--- src/rtl/rv_pkg.sv ---
// Shared fetch-stage types: data width, buffer entry layout and fetch FSM states.
package rv_pkg;

  localparam int unsigned XLEN = 32;

  typedef struct packed {
    logic [XLEN-1:0] pc;
    logic [XLEN-1:0] instr;
  } fetch_entry_t;

  typedef enum logic [1:0] {
    RUN   = 2'd0,
    DRAIN = 2'd1,
    FAULT = 2'd2
  } fetch_state_e;

endpackage

--- src/rtl/fetch_fifo.sv ---
// Small synchronous FIFO with occupancy count and a flush that empties it in one cycle.
module fetch_fifo #(
  parameter int unsigned WIDTH = 32,
  parameter int unsigned DEPTH = 2
) (
  input  logic                         i_clk,
  input  logic                         i_rst_n,
  input  logic                         i_flush,
  input  logic                         i_push,
  input  logic [WIDTH-1:0]             i_data,
  input  logic                         i_pop,
  output logic [WIDTH-1:0]             o_data,
  output logic [$clog2(DEPTH):0]       o_count
);

  localparam int unsigned AW = $clog2(DEPTH);
  localparam int unsigned CW = AW + 1;

  logic [WIDTH-1:0] mem [DEPTH];
  logic [AW-1:0]    wr_ptr;
  logic [AW-1:0]    rd_ptr;
  logic [CW-1:0]    count_q;
  logic             do_pop;
  logic             do_push;

  // Pop only when occupied; push at full is allowed only alongside a pop.
  assign do_pop  = i_pop && (count_q != '0);
  assign do_push = i_push && ((count_q != CW'(DEPTH)) || do_pop);

  assign o_data  = mem[rd_ptr];
  assign o_count = count_q;

  // Storage, pointers and occupancy; flush overrides push and pop.
  always_ff @(posedge i_clk or negedge i_rst_n) begin
    if (!i_rst_n) begin
      wr_ptr  <= '0;
      rd_ptr  <= '0;
      count_q <= '0;
      for (int unsigned i = 0; i < DEPTH; i++) begin
        mem[i] <= '0;
      end
    end else if (i_flush) begin
      wr_ptr  <= '0;
      rd_ptr  <= '0;
      count_q <= '0;
    end else begin
      if (do_push) begin
        mem[wr_ptr] <= i_data;
        wr_ptr      <= wr_ptr + AW'(1);
      end
      if (do_pop) begin
        rd_ptr <= rd_ptr + AW'(1);
      end
      case ({do_push, do_pop})
        2'b10:   count_q <= count_q + CW'(1);
        2'b01:   count_q <= count_q - CW'(1);
        default: count_q <= count_q;
      endcase
    end
  end

endmodule

--- src/rtl/inst_fetch.sv ---
// Instruction fetch: issues word requests, tags responses with their PC, buffers them for decode,
// drops in-flight responses after a redirect and traps misaligned fetch addresses.
module inst_fetch
  import rv_pkg::*;
#(
  parameter int unsigned DEPTH = 2
) (
  input  logic            i_clk,
  input  logic            i_rst_n,
  input  logic [XLEN-1:0] i_pc,
  output logic            o_pc_en,
  input  logic            i_flush,
  output logic            o_imem_req,
  output logic [XLEN-1:0] o_imem_addr,
  input  logic            i_imem_gnt,
  input  logic            i_imem_rvalid,
  input  logic [XLEN-1:0] i_imem_rdata,
  output logic            o_instr_valid,
  output logic [XLEN-1:0] o_instr,
  output logic [XLEN-1:0] o_instr_pc,
  input  logic            i_instr_ready,
  output logic            o_fault,
  output logic [XLEN-1:0] o_fault_pc
);

  localparam int unsigned CW = $clog2(DEPTH) + 1;
  localparam int unsigned EW = $bits(fetch_entry_t);

  fetch_state_e    state_q, state_d;
  logic [CW-1:0]   drop_q, drop_d;
  logic [XLEN-1:0] fault_pc_q, fault_pc_d;
  logic [CW-1:0]   outstanding;
  logic [CW-1:0]   buf_count;
  logic [CW:0]     inflight;
  logic [CW:0]     total_c;
  logic            req_c;
  logic            grant_c;
  logic            tag_pop;
  logic            buf_push;
  logic            buf_pop;
  logic [XLEN-1:0] tag_head;
  fetch_entry_t    buf_in;
  fetch_entry_t    buf_head;

  assign inflight = (CW+1)'(outstanding) + (CW+1)'(buf_count);
  assign grant_c  = req_c && i_imem_gnt;
  assign buf_in   = '{pc: tag_head, instr: i_imem_rdata};
  assign buf_pop  = o_instr_valid && i_instr_ready;

  assign o_imem_req    = req_c;
  assign o_pc_en       = grant_c;
  assign o_imem_addr   = i_pc;
  assign o_instr_valid = (buf_count != '0);
  assign o_instr       = buf_head.instr;
  assign o_instr_pc    = buf_head.pc;
  assign o_fault       = (state_q == FAULT);
  assign o_fault_pc    = fault_pc_q;

  // PC tags of granted requests awaiting their response; its count is the outstanding total.
  fetch_fifo #(.WIDTH(XLEN), .DEPTH(DEPTH)) u_tag_q (
    .i_clk   (i_clk),
    .i_rst_n (i_rst_n),
    .i_flush (i_flush),
    .i_push  (grant_c),
    .i_data  (i_pc),
    .i_pop   (tag_pop),
    .o_data  (tag_head),
    .o_count (outstanding)
  );

  // Returned instructions waiting for decode.
  fetch_fifo #(.WIDTH(EW), .DEPTH(DEPTH)) u_instr_buf (
    .i_clk   (i_clk),
    .i_rst_n (i_rst_n),
    .i_flush (i_flush),
    .i_push  (buf_push),
    .i_data  (buf_in),
    .i_pop   (buf_pop),
    .o_data  (buf_head),
    .o_count (buf_count)
  );

  // FSM state, drop counter and captured fault address.
  always_ff @(posedge i_clk or negedge i_rst_n) begin
    if (!i_rst_n) begin
      state_q    <= RUN;
      drop_q     <= '0;
      fault_pc_q <= '0;
    end else begin
      state_q    <= state_d;
      drop_q     <= drop_d;
      fault_pc_q <= fault_pc_d;
    end
  end

  // Next state, request issue and response routing; a flush overrides everything.
  always_comb begin
    state_d    = state_q;
    drop_d     = drop_q;
    fault_pc_d = fault_pc_q;
    req_c      = 1'b0;
    tag_pop    = 1'b0;
    buf_push   = 1'b0;
    total_c    = (CW+1)'(outstanding) + (CW+1)'(drop_q);

    case (state_q)
      RUN: begin
        req_c = i_rst_n && !i_flush && (i_pc[1:0] == 2'b00) && (inflight < (CW+1)'(DEPTH));
        if (i_imem_rvalid && (outstanding != '0)) begin
          tag_pop  = 1'b1;
          buf_push = 1'b1;
        end
        if ((i_pc[1:0] != 2'b00) && (outstanding == '0) && (buf_count == '0)) begin
          state_d    = FAULT;
          fault_pc_d = i_pc;
        end
      end
      DRAIN: begin
        if (drop_q == '0) begin
          state_d = RUN;
        end else if (i_imem_rvalid) begin
          drop_d = drop_q - CW'(1);
          if (drop_q == CW'(1)) begin
            state_d = RUN;
          end
        end
      end
      FAULT: begin
        state_d = FAULT;
      end
      default: begin
        state_d = RUN;
      end
    endcase

    // Everything still in flight (tagged or already being dropped) must be discarded.
    if (i_flush) begin
      if (i_imem_rvalid && (total_c != '0)) begin
        total_c = total_c - (CW+1)'(1);
      end
      drop_d     = CW'(total_c);
      state_d    = (total_c != '0) ? DRAIN : RUN;
      fault_pc_d = '0;
      tag_pop    = 1'b0;
      buf_push   = 1'b0;
    end
  end

endmodule

--- config.mk ---
export PLATFORM = sky130hd
export DESIGN_NAME = inst_fetch
export DESIGN_NICKNAME = d
export VERILOG_FILES = /design/src/rtl/rv_pkg.sv /design/src/rtl/fetch_fifo.sv /design/src/rtl/inst_fetch.sv
export SDC_FILE = /design/constraint.sdc
export NUM_CORES = 1
export LEC_CHECK = 0
export BUFFER_PORTS_ARGS = -buffer_cell sky130_fd_sc_hd__buf_2
export CELL_PAD_IN_SITES_DETAIL_PLACEMENT = 2
export CELL_PAD_IN_SITES_GLOBAL_PLACEMENT = 2
export CORE_MARGIN = 4
export CORE_UTILIZATION = 40
export CTS_BUF_LIST = sky130_fd_sc_hd__clkbuf_8
export DETAILED_ROUTE_END_ITERATION = 6
export GPL_TIMING_DRIVEN = 0
export PLACE_DENSITY_LB_ADDON = 0.1
export SLEW_MARGIN = 25
export SYNTH_ARGS = -nofsm -noshare
export SYNTH_HDL_FRONTEND = slang
export SYNTH_HIERARCHICAL = 1
export SYNTH_SLANG_ARGS = --single-unit
--- constraint.sdc ---
create_clock -name i_clk -period 4.12 [get_ports i_clk]
set_input_delay 0.618 -clock i_clk [delete_from_list [all_inputs] [get_ports i_clk]]
set_output_delay 0.618 -clock i_clk [all_outputs]
set_load 0.01 [all_outputs]
==> results.txt <==
Status: finished clean
Post-route antenna net violation count: 0
Seq/Total Area, Yosys: 0.5207
Vias: 7076
Die Area: 31110 µm²
Ratio of cells with drive above 1 in the final layout: 0.5851
Total iterations of the first detailed-routing run: 4
CP Data Required Time: 4.52 ns
Initial antenna violation count: 2
Main flop type after synthesis: dfrtp_1
Hold_buf cts: 1
Post-synth top area share: 0.5207
Placed cell area: 12920 µm²
Syn. warnings: 6
TritonCTS clock tree: done
Setup TNS: 0 ns
Met1 wire length: 12380 µm
Port Buffers: 201
CTS Buffer Depth: 3
Syn-to-layout area delta: 21.84%
Placed cells: 1362
Syn Nets: 857
Slew Limit Fails: 0
Nature of the critical path endpoint: flop
Peak VDD IR: 0.2067 mV
Core area: 27860 µm²
First-pass GRT wire length: 46550 µm
CP startpoint kind: flop
Max-Cap Viols: 0
Antenna diodes: 0
Pwr Total: 5.975 mW
Worst Skew: 0.02083 ns
CTS clk-pin slew, worst paths: 0.06 ns
FF+latch count, synth: 236
DR WL met2: 14160 µm
EDFF count, synth: 0
Gpl congestion: 0.7187
Pleak: 7.424 nW
Min-delay worst type: in2reg
Post-Layout Cell Count: 1436
Mapped cell area: 11340 µm²
Top routing layer used: met5
Max Fclk: 276.7 MHz
Synth top cells by count: dfrtp_1, mux2_2, mux2_4
Crit-path max FO: 11
Detailed Route WL: 28750 µm
Met3 routed WL: 1731 µm
# fillers: 2703
Final Cell Area: 13820 µm²
PD cells: 432.3 nW/µm²
Async SR Flop Fraction: 1.000
H-tree Lvls: 2
Fin crit period: 3.614 ns
Total gr overflow: 0
Dpl ws: 0.4715 ns
Synthesized netlist cell count: 780
DR vias/cell: 4.928
Dpl hpwl: 19970 µm
Yosys top cell by area: dfrtp_1
Most frequent cell after synthesis: dfrtp_1
RSZ-0062 raised after global routing: no
GRT Resource Usage Total: 0.1860
Crit Path Category: reg2reg
Worst Tran Pin Value: 0.9377 ns
Post-CTS sizing: 0
Initial Util: 0.4071
Final setup viols: 0
Vias in the first global route: 8171
DR iter-0 viols: 163
Synth area leaders: dfrtp_1, mux2_2, mux2_4
Cts bufs inserted: 43
Worst slew margin: 0.3701
IO Pins: 202
Final period utilization: 0.8771
Die extent in y: 176.4 µm
Fin. Hold Viols: 0
Final WS setup: 0.5062 ns
Worst skew pair latency: 0.54 ns
Utilization after layout: 0.4961
Rows: 61
Syn Area/Cell: 14.54 µm²
Clk sink count: 236
Nets@finish: 1107
# Post-CTS Setup Buffers: 0
Drt drc: 0
CP arrival: 4.02 ns
Routed wire length per instance: 20.02 µm
WHS: 0.3286 ns
Root Buffer: clkbuf_8
Largest net degree at the start of global routing: 77
Netlist cell types: 42
Die W: 176.4 µm
power by group:
part	switching, mW	leakage (nW)	total, mW	internal [mW]
sequential	0.121	3.25	2.64	2.52
clock	0.977	0.496	2.29	1.31
combinational	0.489	3.68	1.05	0.563
state kept, by name, indices dropped and copies added (netlist names):
register,cells
u_tag_q/rd_ptr,1
u_tag_q/o_count,2
u_instr_buf/wr_ptr,1
u_instr_buf/rd_ptr,1
u_instr_buf/mem,128
u_instr_buf/o_count,2
u_tag_q/mem,64
o_fault_pc,32
state_q,2
drop_q,2
u_tag_q/wr_ptr,1
kinds of logic (layout without fill, tap and decap cells):
group,Yosys count,count (layout),synth area share
multiplexers,323,323,0.3426
flip-flops,236,236,0.5207
adder cells (fa/ha/maj),7,7,0.009046
AO/OA/AOI/OAI,15,15,0.008715
buffers and inverters,81,359,0.05251
XOR/XNOR,4,4,0.003089
AND/OR/NAND/NOR,114,114,0.06332
critical path, stage by stage (launching register included):
cell     delay, ns
dfrtp_1       0.50
and2_1        0.23
fa_1          0.43
nor4_1        0.21
and3_1        0.21
and2_1        0.27
nand2_1       0.08
nor3_1        0.72
buf_2         0.44
mux2_2        0.38
final cells by class:
cell class | instances | area [µm²] | share of cell area
clock inverter | 15 | 91.34 | 0.006609
inverter | 6 | 22.52 | 0.001630
multi-input combinational | 463 | 4847 | 0.3507
timing repair buffer | 205 | 1109 | 0.08022
clock buffer | 58 | 798.3 | 0.05776
sequential | 236 | 5906 | 0.4273
buffer | 75 | 573.1 | 0.04147
tap | 378 | 473.0 | 0.03422
per-layer routing:
metal | GRT usage | vias up
li1 | - | 3202
met1 | 0.2379 | 3659
met2 | 0.3185 | 167
met3 | 0.04839 | 44
met4 | 0.04288 | 4
met5 | 0 | -
cell usage in the layout (no fill, tap or decap), drive strengths merged, types with 2 or more instances in the layout:
cell	synthesis	routed
inv	6	13
nand3b	4	4
nand2	6	6
fa	2	2
nor2	7	7
nor3	6	6
or2	2	2
nor2b	5	5
dfrtp	236	236
xnor2	2	2
ha	5	5
clkbuf	18	76
nor3b	2	2
mux2	288	288
or4b	2	2
nor4	2	2
o21ai	4	4
nand2b	68	68
and3	2	2
buf	57	261
clkinv	0	7
a221oi	2	2
mux2i	35	35
xor2	2	2
and2	3	3
a21oi	5	5
final timing paths:
kind,slack [ns],from,cells past startpoint,end
setup / recovery,0.51,u_tag_q/o_count[0]$_DFFE_PN0P_,9,u_tag_q/mem[22]$_DFFE_PN0P_
hold / removal,0.33,i_imem_rdata[29],2,u_instr_buf/mem[93]$_DFFE_PN0P_
setup reg to reg,0.51,u_tag_q/o_count[0]$_DFFE_PN0P_,9,u_tag_q/mem[22]$_DFFE_PN0P_
hold reg to reg,0.50,u_instr_buf/mem[89]$_DFFE_PN0P_,1,u_instr_buf/mem[89]$_DFFE_PN0P_
max in group asynchronous,2.53,i_rst_n,4,u_instr_buf/mem[0]$_DFFE_PN0P_
min in group asynchronous,0.57,i_rst_n,2,u_tag_q/mem[12]$_DFFE_PN0P_
Note: power is estimated with default switching activity, not from simulation.
